===== config.mk =====
export PLATFORM = sky130hd
export DESIGN_NAME = pwm_multichannel
export DESIGN_NICKNAME = d
export VERILOG_FILES = /design/src/rtl/pwm_multichannel.sv
export SDC_FILE = /design/constraint.sdc
export NUM_CORES = 1
export LEC_CHECK = 0
export ABC_CLOCK_PERIOD_IN_PS = 4900
export CORE_ASPECT_RATIO = 1.2
export CORE_MARGIN = 4
export CORE_UTILIZATION = 35
export DETAILED_ROUTE_END_ITERATION = 8
export PLACE_DENSITY = 0.62
export SLEW_MARGIN = 20
export SYNTH_ARGS = -nofsm -noshare
export SYNTH_HDL_FRONTEND = slang
export SYNTH_SLANG_ARGS = --single-unit

===== constraint.sdc =====
create_clock -name clk -period 4.9 [get_ports clk]
set_input_delay 0.98 -clock clk [delete_from_list [all_inputs] [get_ports clk]]
set_output_delay 0.98 -clock clk [all_outputs]
set_load 0.01 [all_outputs]

===== src/rtl/pwm_multichannel.sv =====
// pwm_multichannel
//
// Multi-channel PWM generator. A single shared period counter is compared
// against one duty value per channel. Period, duty and alignment mode are
// written into a staging copy. They move to the active copy only when a new
// period starts, so a running output never sees a half-updated configuration.
//
// Ports
//   clk          : rising-edge clock; every state change happens on this edge
//   resetn       : synchronous active-low reset
//   en           : run enable; low holds the counter at 0 and the outputs low
//   load         : one-cycle strobe that captures period/duty/mode
//   period       : terminal count P
//   duty         : packed compare values; channel i uses bits [i*WIDTH +: WIDTH]
//   mode         : 0 = edge-aligned, 1 = center-aligned
//   cntr         : registered counter value
//   pwm_out      : registered PWM outputs, one per channel
//   period_start : high in the first cycle of every enabled period
//   pending      : staged values are waiting for the next period boundary

module pwm_multichannel #(
    parameter int WIDTH    = 10,
    parameter int CHANNELS = 4
) (
    input  logic                      clk,
    input  logic                      resetn,
    input  logic                      en,
    input  logic                      load,
    input  logic [WIDTH-1:0]          period,
    input  logic [CHANNELS*WIDTH-1:0] duty,
    input  logic                      mode,
    output logic [WIDTH-1:0]          cntr,
    output logic [CHANNELS-1:0]       pwm_out,
    output logic                      period_start,
    output logic                      pending
);

    typedef enum logic {
        DIR_UP   = 1'b0,
        DIR_DOWN = 1'b1
    } dir_e;

    localparam logic [WIDTH-1:0] ONE = WIDTH'(1);

    // Counter and direction state.
    logic [WIDTH-1:0]          cntr_q, cntr_d;
    dir_e                      dir_q, dir_d;
    // Tracks whether the previous cycle was enabled, so that a rising en
    // restarts the period at 0.
    logic                      run_q, run_d;

    // Registered outputs.
    logic [CHANNELS-1:0]       pwm_q, pwm_d;
    logic                      start_q, start_d;
    logic                      pending_q, pending_d;

    // Active configuration, which is used by the counter and the compare.
    logic [WIDTH-1:0]          act_period_q, act_period_d;
    logic [CHANNELS*WIDTH-1:0] act_duty_q, act_duty_d;
    logic                      act_mode_q, act_mode_d;

    // Staged configuration, which waits for the next period boundary.
    logic [WIDTH-1:0]          stg_period_q, stg_period_d;
    logic [CHANNELS*WIDTH-1:0] stg_duty_q, stg_duty_d;
    logic                      stg_mode_q, stg_mode_d;

    // High on the edge at which a new period begins.
    logic                      wrap;

    // Next-state logic. Every disabled cycle is treated as a period boundary,
    // and so is the first enabled cycle after a disabled one. This lets staged
    // values apply at once while the block is idle. Center mode counts up to P
    // and then back down to 1. Small P values (0 and 1) wrap straight from the
    // top of the up count.
    always_comb begin
        cntr_d       = cntr_q;
        dir_d        = dir_q;
        run_d        = en;
        wrap         = 1'b0;
        pwm_d        = '0;
        start_d      = 1'b0;
        pending_d    = pending_q;
        act_period_d = act_period_q;
        act_duty_d   = act_duty_q;
        act_mode_d   = act_mode_q;
        stg_period_d = stg_period_q;
        stg_duty_d   = stg_duty_q;
        stg_mode_d   = stg_mode_q;

        if (!en || !run_q) begin
            cntr_d = '0;
            dir_d  = DIR_UP;
            wrap   = 1'b1;
        end else if (!act_mode_q) begin
            dir_d = DIR_UP;
            if (cntr_q >= act_period_q) begin
                cntr_d = '0;
                wrap   = 1'b1;
            end else begin
                cntr_d = cntr_q + ONE;
            end
        end else begin
            case (dir_q)
                DIR_UP: begin
                    if (cntr_q >= act_period_q) begin
                        if (act_period_q <= ONE) begin
                            cntr_d = '0;
                            wrap   = 1'b1;
                        end else begin
                            cntr_d = act_period_q - ONE;
                            dir_d  = DIR_DOWN;
                        end
                    end else begin
                        cntr_d = cntr_q + ONE;
                    end
                end
                DIR_DOWN: begin
                    if (cntr_q <= ONE) begin
                        cntr_d = '0;
                        dir_d  = DIR_UP;
                        wrap   = 1'b1;
                    end else begin
                        cntr_d = cntr_q - ONE;
                    end
                end
                default: begin
                    cntr_d = '0;
                    dir_d  = DIR_UP;
                    wrap   = 1'b1;
                end
            endcase
        end

        // A load that lands on the boundary edge bypasses staging. Staging is
        // also refreshed in that case, so that a later boundary with no load
        // re-applies the same values.
        if (wrap) begin
            pending_d = 1'b0;
            if (load) begin
                act_period_d = period;
                act_duty_d   = duty;
                act_mode_d   = mode;
                stg_period_d = period;
                stg_duty_d   = duty;
                stg_mode_d   = mode;
            end else begin
                act_period_d = stg_period_q;
                act_duty_d   = stg_duty_q;
                act_mode_d   = stg_mode_q;
            end
        end else if (load) begin
            stg_period_d = period;
            stg_duty_d   = duty;
            stg_mode_d   = mode;
            pending_d    = 1'b1;
        end

        // The compare uses the next counter value and the next active duty.
        // This keeps pwm_out aligned with cntr after the registers update.
        for (int i = 0; i < CHANNELS; i++) begin
            pwm_d[i] = en && (cntr_d < act_duty_d[i*WIDTH +: WIDTH]);
        end
        start_d = en && wrap;
    end

    // State register. A reset clears both configuration copies to P=all-ones,
    // D=0 and edge mode. Any staged data is lost.
    always_ff @(posedge clk) begin
        if (!resetn) begin
            cntr_q       <= '0;
            dir_q        <= DIR_UP;
            run_q        <= 1'b0;
            pwm_q        <= '0;
            start_q      <= 1'b0;
            pending_q    <= 1'b0;
            act_period_q <= '1;
            act_duty_q   <= '0;
            act_mode_q   <= 1'b0;
            stg_period_q <= '1;
            stg_duty_q   <= '0;
            stg_mode_q   <= 1'b0;
        end else begin
            cntr_q       <= cntr_d;
            dir_q        <= dir_d;
            run_q        <= run_d;
            pwm_q        <= pwm_d;
            start_q      <= start_d;
            pending_q    <= pending_d;
            act_period_q <= act_period_d;
            act_duty_q   <= act_duty_d;
            act_mode_q   <= act_mode_d;
            stg_period_q <= stg_period_d;
            stg_duty_q   <= stg_duty_d;
            stg_mode_q   <= stg_mode_d;
        end
    end

    assign cntr         = cntr_q;
    assign pwm_out      = pwm_q;
    assign period_start = start_q;
    assign pending      = pending_q;

endmodule


==> results of run 1 <==
==> metal layers <==
metal | share of wire, % | wire length, um | vias up | GRT usage (%)
met4 | 2.3 | 348 | 0 | 5.561
met1 | 43 | 6459 | 2189 | 18.38
met2 | 49 | 7322 | 118 | 26.16
met3 | 5.2 | 773 | 24 | 4.916
met5 | 0 | 0 | - | 0
li1 | - | - | 2312 | -
==> sequential cells by signal (all words and copies together) (netlist names) <==
register	flops
stg_mode_q	1
dir_q	1
pwm_out	4
act_mode_q	1
act_period_q	10
period_start	1
cntr	10
act_duty_q	40
pending	1
stg_duty_q	40
stg_period_q	10
run_q	1
==> path summary, 6_finish.rpt <==
| kind | start | end | slack, ns |
|---|---|---|---|
| setup / recovery | cntr[3]$_SDFF_PN0_ | pwm_out[3]$_SDFF_PN0_ | 0.49 |
| setup reg to reg | cntr[3]$_SDFF_PN0_ | pwm_out[3]$_SDFF_PN0_ | 0.49 |
| hold reg to reg | stg_period_q[7]$_SDFF_PN1_ | stg_period_q[7]$_SDFF_PN1_ | 0.47 |
| hold / removal | stg_period_q[7]$_SDFF_PN1_ | stg_period_q[7]$_SDFF_PN1_ | 0.47 |
==> kinds of logic after synthesis <==
logic type | synth area share (%)
and+or+nand+nor | 16.25
DFF | 39.80
muxes | 16.25
AOI/OAI and AO/OA | 10.88
adders and majority gates | 10.57
buffers and inverters | 4.353
xor gates and xnor gates | 1.886
==> Yosys cell counts (all sizes together), types with 3 or more instances <==
| cell | number |
|---|---|
| nand3 | 8 |
| a22o | 11 |
| and2 | 45 |
| o22ai | 3 |
| a2111oi | 4 |
| a21o | 15 |
| xnor2 | 11 |
| ha | 51 |
| a21oi | 22 |
| nor2b | 6 |
| buf | 10 |
| inv | 17 |
| dfxtp | 120 |
| nor4 | 3 |
| clkbuf | 21 |
| mux2 | 40 |
| a221o | 3 |
| nor2 | 76 |
| nor3 | 11 |
| and3 | 4 |
| a22oi | 4 |
| mux2i | 53 |
| o221ai | 7 |
| or3 | 3 |
| nand4 | 11 |
| nand2 | 22 |
==> worst reg2reg max path, stage by stage, from the launching register on <==
cell	delay, ns
dfxtp_1	0.55
ha_1	0.32
a21o_1	0.18
a21oi_1	0.17
o31ai_1	0.17
nor3_1	0.64
a221o_1	0.27
a22o_1	0.17
nor2b_1	0.51
ha_1	0.35
nand4_1	0.12
nor2_1	0.07
a2111oi_0	0.50
o221ai_1	0.20
a21oi_1	0.14
==> cell type report <==
class                   instances  area, um^2  share of cell area (%)
clock inverters                13       167.7                   2.220
repair buffers                 85       820.8                   10.87
inverters                      18       67.56                  0.8945
clock buffers                  19       452.9                   5.996
flip-flops and latches        120        2402                   31.80
multi-input cells             438        3372                   44.64
well taps                     216       270.3                   3.578
==> power by group through the flow <==
stage | combinational [mW] | clock [mW] | sequential (mW)
finish | 0.267 | 1.29 | 1.06
global route | 0.297 | 1.37 | 1.06
CTS | 0.271 | 1.32 | 1.06
detailed placement | 0.268 | 0 | 1.08
global placement | 0.259 | 0 | 1.08
floorplan | 0.176 | 0 | 1.07
==> cell usage in the layout (no fill, tap or decap), drive strengths merged, types with 2 or more instances in the layout <==
master / n
o221ai: 7
o22ai: 3
a31oi: 2
clkinvlp: 2
a221o: 3
o31ai: 2
mux2: 40
inv: 20
nand3: 8
a41o: 2
and2: 45
a21o: 15
a2111oi: 4
or3: 3
clkbuf: 19
ha: 51
bufinv: 3
mux2i: 53
and3: 4
nor3b: 2
nor2b: 6
a211oi: 2
nand2: 22
a22o: 11
xnor2: 11
nor2: 76
xor2: 2
clkdlybuf4s50: 69
nor3: 11
a21oi: 22
a22oi: 4
nor4: 3
clkinv: 6
nand4: 11
dfxtp: 120
buf: 16
==> metrics by stage <==
step                      instances  hold WS (ns)  total power [mW]  util, %
final                           909        0.4667             2.619    44.65
after global routing            909        0.4908             2.731    44.65
after CTS                       909        0.4718             2.651    44.65
after detailed placement        877        0.4571             1.347    40.98
after global placement          877        0.4501             1.335    40.98
after floorplan                 607        0.4378             1.247        -
==> qor.json, run 1 <==
{
  "mean_instance_size_in_the_synthesized_netlist_um2": 9.944,
  "io_buffer_count": 70,
  "achievable-frequency_mhz": 226.6,
  "run_status": "complete, no violations",
  "flow.area_growth_from_synthesis_pct": 25.15,
  "holdPathStages": 2,
  "grt_max_degree": 31,
  "critical_path.slowest_cell": "nor3_1",
  "vias": 4643,
  "power.share.clock_pct": 49.4,
  "worst_slack_ns": 0.4868,
  "postSynthRegisterBits": 120,
  "num_rows": 52,
  "critPathCaptureType": "register",
  "netlist_area_mm2": 0.006036,
  "maxCapViolations": 0,
  "post-synth-top-area-fraction_pct": 39.80,
  "worst_hold_path_type": "reg2reg",
  "htree_num_levels": 4,
  "cts_buffers": 17,
  "coreArea_mm2": 0.01692,
  "die_y_um": 151.9,
  "globalRouteTotalUtil_pct": 15.50,
  "synth_area_leaders": "dfxtp_1, ha_1, mux2i_1",
  "dr.pass1.iters": 4,
  "hold_buffers": 0,
  "sequentialPowerShare_pct": 40.4,
  "dp.final_hpwl_um": 11070,
  "worst_ep_arrival_time_ns": 4.75,
  "synth-async-reset-ratio_pct": 0,
  "grt_antenna_before_repair": 0,
  "fillers": 1636,
  "timing.setup.tns_ns": 0,
  "placed_instance_area_mm2": 0.006933,
  "cp.buffers_inverters": 0,
  "cts.repair_timing.setup_buffer_count": 0,
  "p_leak_nw": 3.543,
  "grt_remaining_overflow": 0,
  "yosysUniqueCellTypes": 54,
  "finalSetupViolCount": 0,
  "worst_pin_slew_ns": 0.9191,
  "cts.root.buffer_cell": "clkbuf_16",
  "synth_top_area_cell": "dfxtp_1",
  "synth_sequential_area_ratio_pct": 39.80,
  "drtIter0Drc": 226,
  "p_int_mw": 2.005,
  "routed_wl_um": 14900,
  "drt-vias-per-instance": 5.108,
  "min_period_over_period_pct": 90.06,
  "design_area_mm2": 0.007553,
  "ant_nets": 0,
  "cts_tree": "done",
  "postSynthCellCount": 607,
  "synth_nets": 713,
  "gp_congestion": 0.9026,
  "period_minus_slack_ns": 4.413,
  "post_cts_resize_count": 0,
  "final_slew_violations": 0,
  "crit_cells": 14,
  "detail_route.drc_violations": 0,
  "max_stage_delay_ns": 0.64,
  "sw_frac_of_total_pct": 23.42,
  "power.net_switching_mw": 0.6134,
  "crit_path_cell_trace": "ha_1 > a21o_1 > a21oi_1 > o31ai_1 > nor3_1 > a221o_1 > a22o_1 > nor2b_1 > ha_1 > nand4_1 > nor2_1 > a2111oi_0 > o221ai_1 > a21oi_1",
  "cts_sink_count": 120,
  "clock_skew_ns": 0.006487,
  "worstSkewPairLatency_ns": 0.41,
  "die_w_um": 127.9,
  "powerDensity_mw_per_mm2": 346.7,
  "grt_pass1_vias": 4784,
  "hold_violations": 0,
  "critical_path.max_fanout": 8,
  "p_comb_share_pct": 10.2,
  "max-clock-path-buffers": 2,
  "grt_first_pass_wirelength_um": 24030,
  "yosys_warnings": 0,
  "worstSetupStartpointType": "register",
  "synth_top_flop_cell": "dfxtp_1",
  "layout-drive-gt1-share_pct": 13.85,
  "drt-wirelength-per-cell_um": 16.39,
  "synth-edff-count": 0,
  "timing_worst_setup_path_type": "reg2reg",
  "cts.clk_slew.worst_paths_ns": 0.06,
  "die-area_mm2": 0.01942,
  "place_worst_setup_slack_ns": 0.6169,
  "power.ir.vdd_worst_v": 0.0002162,
  "initial_core_util_pct": 35.68,
  "timing.critical_path.required_ns": 5.24,
  "reg2regPathDepth": 14,
  "slew_headroom_pct": 38.54,
  "grt_setup_unrepaired": "no",
  "final_net_count": 786,
  "diodes": 0,
  "worst_path_dominant_cell_family": "compound AO/OA/AOI/OAI gates",
  "design.portCount": 71
}
Power figures use the tool's default switching activity.
==> inputs of run 2 (changes only) <==
--- a/config.mk
+++ b/config.mk
@@ -10,6 +10,8 @@
 export CORE_MARGIN = 4
 export CORE_UTILIZATION = 35
 export DETAILED_ROUTE_END_ITERATION = 8
+export GPL_ROUTABILITY_DRIVEN = 0
+export GPL_TIMING_DRIVEN = 0
 export PLACE_DENSITY = 0.62
 export SLEW_MARGIN = 20
 export SYNTH_ARGS = -nofsm -noshare
==> qor.json, run 2 (synthesized netlist as in run 1, its figures left out) <==
{
  "place_worst_setup_slack": {"value": 0.4255, "unit": "ns", "change": "-0.1914 ns"},
  "num_rows": {"value": 52, "change": "unchanged"},
  "globalRouteTotalUtil": {"value": 15.73, "unit": "%", "change": "+0.22 points"},
  "max-clock-path-buffers": {"value": 2, "change": "unchanged"},
  "cts_buffers": {"value": 17, "change": "unchanged"},
  "worstSkewPairLatency": {"value": 0.42, "unit": "ns", "change": "about the same"},
  "critPathCaptureType": "register",
  "period_minus_slack": {"value": 4.520, "unit": "ns", "change": "+0.1063 ns"},
  "timing_worst_setup_path_type": "reg2reg",
  "p_comb_share": {"value": 10.5, "unit": "%", "change": "+0.3 points"},
  "run_status": "complete, no violations",
  "grt_max_degree": {"value": 17, "change": "-45%"},
  "power.ir.vdd_worst": {"value": 0.0002103, "unit": "V", "change": "-2.7%"},
  "maxCapViolations": {"value": 0, "change": "unchanged"},
  "dr.pass1.iters": {"value": 5, "change": "+1"},
  "grt_setup_unrepaired": "no",
  "grt_antenna_before_repair": {"value": 0, "change": "unchanged"},
  "die_y": {"value": 151.9, "unit": "um", "change": "unchanged"},
  "drt-vias-per-instance": {"value": 5.055, "change": "-1.0%"},
  "grt_pass1_vias": {"value": 4919, "change": "+2.8%"},
  "design.portCount": {"value": 71, "change": "unchanged"},
  "worst_slack": {"value": 0.3805, "unit": "ns", "change": "-0.1063 ns"},
  "worst_ep_arrival_time": {"value": 4.84, "unit": "ns", "change": "+0.09 ns"},
  "layout_common_cells": "dfxtp_1, nor2_1, clkdlybuf4s50_1",
  "drt-wirelength-per-cell": {"value": 16.06, "unit": "um", "change": "-2.1%"},
  "layout.cells.most_common": "dfxtp_1",
  "die_w": {"value": 127.9, "unit": "um", "change": "unchanged"},
  "htree_num_levels": {"value": 4, "change": "unchanged"},
  "worstSetupStartpointType": "register",
  "p_leak": {"value": 3.526, "unit": "nW", "change": "-0.48%"},
  "hold_buffers": {"value": 0, "change": "unchanged"},
  "layout-drive-gt1-share": {"value": 12.02, "unit": "%", "change": "-1.8 points"},
  "cts.root.buffer_cell": "clkbuf_16",
  "coreArea": {"value": 0.01692, "unit": "mm^2", "change": "unchanged"},
  "vias": {"value": 4666, "change": "+0.50%"},
  "worst_pin_slew": {"value": 0.7095, "unit": "ns", "change": "-0.2096 ns"},
  "min_period_over_period": {"value": 92.23, "unit": "%", "change": "+2.2 points"},
  "slew_headroom": {"value": 52.70, "unit": "%", "change": "+14 points"},
  "cts_tree": "done",
  "ant_nets": {"value": 0, "change": "unchanged"},
  "final_net_count": {"value": 800, "change": "+1.8%"},
  "initial_core_util": {"value": 35.68, "unit": "%", "change": "unchanged"},
  "fillers": {"value": 1614, "change": "-1.3%"},
  "cts.repair_timing.setup_buffer_count": {"value": 0, "change": "unchanged"},
  "timing.critical_path.required": {"value": 5.22, "unit": "ns", "change": "-0.02 ns"},
  "powerDensity": {"value": 338.9, "unit": "mW/mm^2", "change": "-2.2%"},
  "cts_sink_count": {"value": 120, "change": "unchanged"},
  "dp.final_hpwl": {"value": 11170, "unit": "um", "change": "+0.94%"},
  "sw_frac_of_total": {"value": 23.51, "unit": "%", "change": "+0.084 points"},
  "timing.setup.tns": {"value": 0, "unit": "ns", "change": "unchanged"},
  "sequentialPowerShare": {"value": 41.1, "unit": "%", "change": "+0.7 points"},
  "flow.area_growth_from_synthesis_pct": 25.58,
  "hold_violations": {"value": 0, "change": "unchanged"},
  "achievable-frequency": {"value": 221.3, "unit": "MHz", "change": "-2.4%"},
  "critical_path.max_fanout": {"value": 10, "change": "+2"},
  "power.net_switching": {"value": 0.6039, "unit": "mW", "change": "-1.6%"},
  "die-area": {"value": 0.01942, "unit": "mm^2", "change": "unchanged"},
  "cts.clk_slew.worst_paths": {"value": 0.06, "unit": "ns", "change": "about the same"},
  "clock_skew": {"value": 0.01031, "unit": "ns", "change": "+0.003823 ns"},
  "diodes": {"value": 0, "change": "unchanged"},
  "detail_route.drc_violations": {"value": 0, "change": "unchanged"},
  "routed_wl": {"value": 14820, "unit": "um", "change": "-0.54%"},
  "final_slew_violations": {"value": 0, "change": "unchanged"},
  "grt_first_pass_wirelength": {"value": 24230, "unit": "um", "change": "+0.83%"},
  "io_buffer_count": {"value": 68, "change": "-2.9%"},
  "top_regs": "act_duty_q: 40 flops, stg_duty_q: 40 flops",
  "finalSetupViolCount": {"value": 0, "change": "unchanged"},
  "power.share.clock": {"value": 48.4, "unit": "%", "change": "-1.0 points"},
  "drtIter0Drc": {"value": 297, "change": "+31%"},
  "worst_hold_path_type": "reg2reg",
  "post_cts_resize_count": {"value": 0, "change": "unchanged"},
  "grt_remaining_overflow": {"value": 0, "change": "unchanged"},
  "p_int": {"value": 1.965, "unit": "mW", "change": "-2.0%"}
}
run 2: cell types whose count changed in the layout (fill, tap and decap cells not counted):
cell	change
buf_4	-13
a21o_1	+1
inv_6	-2
clkbuf_1	+23
clkinvlp_4	+1
buf_1	+2
a21o_2	-1
clkbuf_8	+1
clkinv_4	-1
clkdlybuf4s50_1	-1
buf_12	+3
bufinv_16	-1
buf_6	+1
buf_2	+1
run 2: area by class of cell:
type	count	area, um^2	share of cell area [%]
sequential	120	2402	31.69
tap	216	270.3	3.566
inverter	18	67.56	0.8914
clock buffer	22	474.2	6.256
clock inverter	10	118.9	1.568
timing repair buffer	68	680.7	8.980
buffer	31	195.2	2.575
multi-input combinational	438	3371	44.47
run 2: power by group through the flow:
stage | logic, mW | registers [mW] | clock network (mW)
2_1_floorplan | 0.176 | 1.07 | 0
3_3_place_gp | 0.263 | 1.08 | 0
3_5_place_dp | 0.272 | 1.08 | 0
4_1_cts | 0.274 | 1.06 | 1.26
5_1_grt | 0.303 | 1.06 | 1.30
6_report | 0.270 | 1.06 | 1.24
run 2: routing by layer:
layer	GRT usage (%)	wire (um)	share of wire, %	vias to the layer above
li1	-	-	-	2336
met1	18.67	6554	44	2181
met2	26.11	7016	47	117
met3	3.827	645	4.4	32
met4	8.140	605	4.1	0
met5	0	0	0	-
run 2: path summary, 6_finish.rpt:
check | start | end | slack [ns] | cells past startpoint
worst max-delay path | cntr[0]$_SDFF_PN0_ | pwm_out[1]$_SDFF_PN0_ | 0.38 | 15
worst min-delay path | stg_period_q[8]$_SDFF_PN1_ | stg_period_q[8]$_SDFF_PN1_ | 0.47 | 2
worst max register to register | cntr[0]$_SDFF_PN0_ | pwm_out[1]$_SDFF_PN0_ | 0.38 | 15
worst min register to register | stg_period_q[8]$_SDFF_PN1_ | stg_period_q[8]$_SDFF_PN1_ | 0.47 | 2
run 2: critical path, cell delays in order (launching register included):
cell and delay [ns]:
dfxtp_1 0.58, inv_1 0.19, ha_1 0.31, nand2b_1 0.14, a211oi_1 0.23, nor3_1 0.13
nor3_1 0.57, a221o_1 0.28, a22o_1 0.16, nor2b_1 0.52, ha_1 0.35, nand4_1 0.09
nor2_1 0.07, a2111oi_0 0.40, o221ai_1 0.18, a31oi_1 0.22
run 2: per-stage QoR:
| step | instance area (um^2) | util, % | instances | power, mW | hold WS [ns] |
|---|---|---|---|---|---|
| 5_1_grt | 7580 | 44.81 | 923 | 2.663 | 0.5125 |
| 6_report | 7580 | 44.81 | 923 | 2.569 | 0.4685 |
| 4_1_cts | 7580 | 44.81 | 923 | 2.593 | 0.4728 |
| 3_5_place_dp | 6987 | 41.30 | 891 | 1.349 | 0.4592 |
| 3_3_place_gp | 6987 | 41.30 | 891 | 1.339 | 0.4511 |
| 2_1_floorplan | 6036 | - | 607 | 1.247 | 0.4378 |
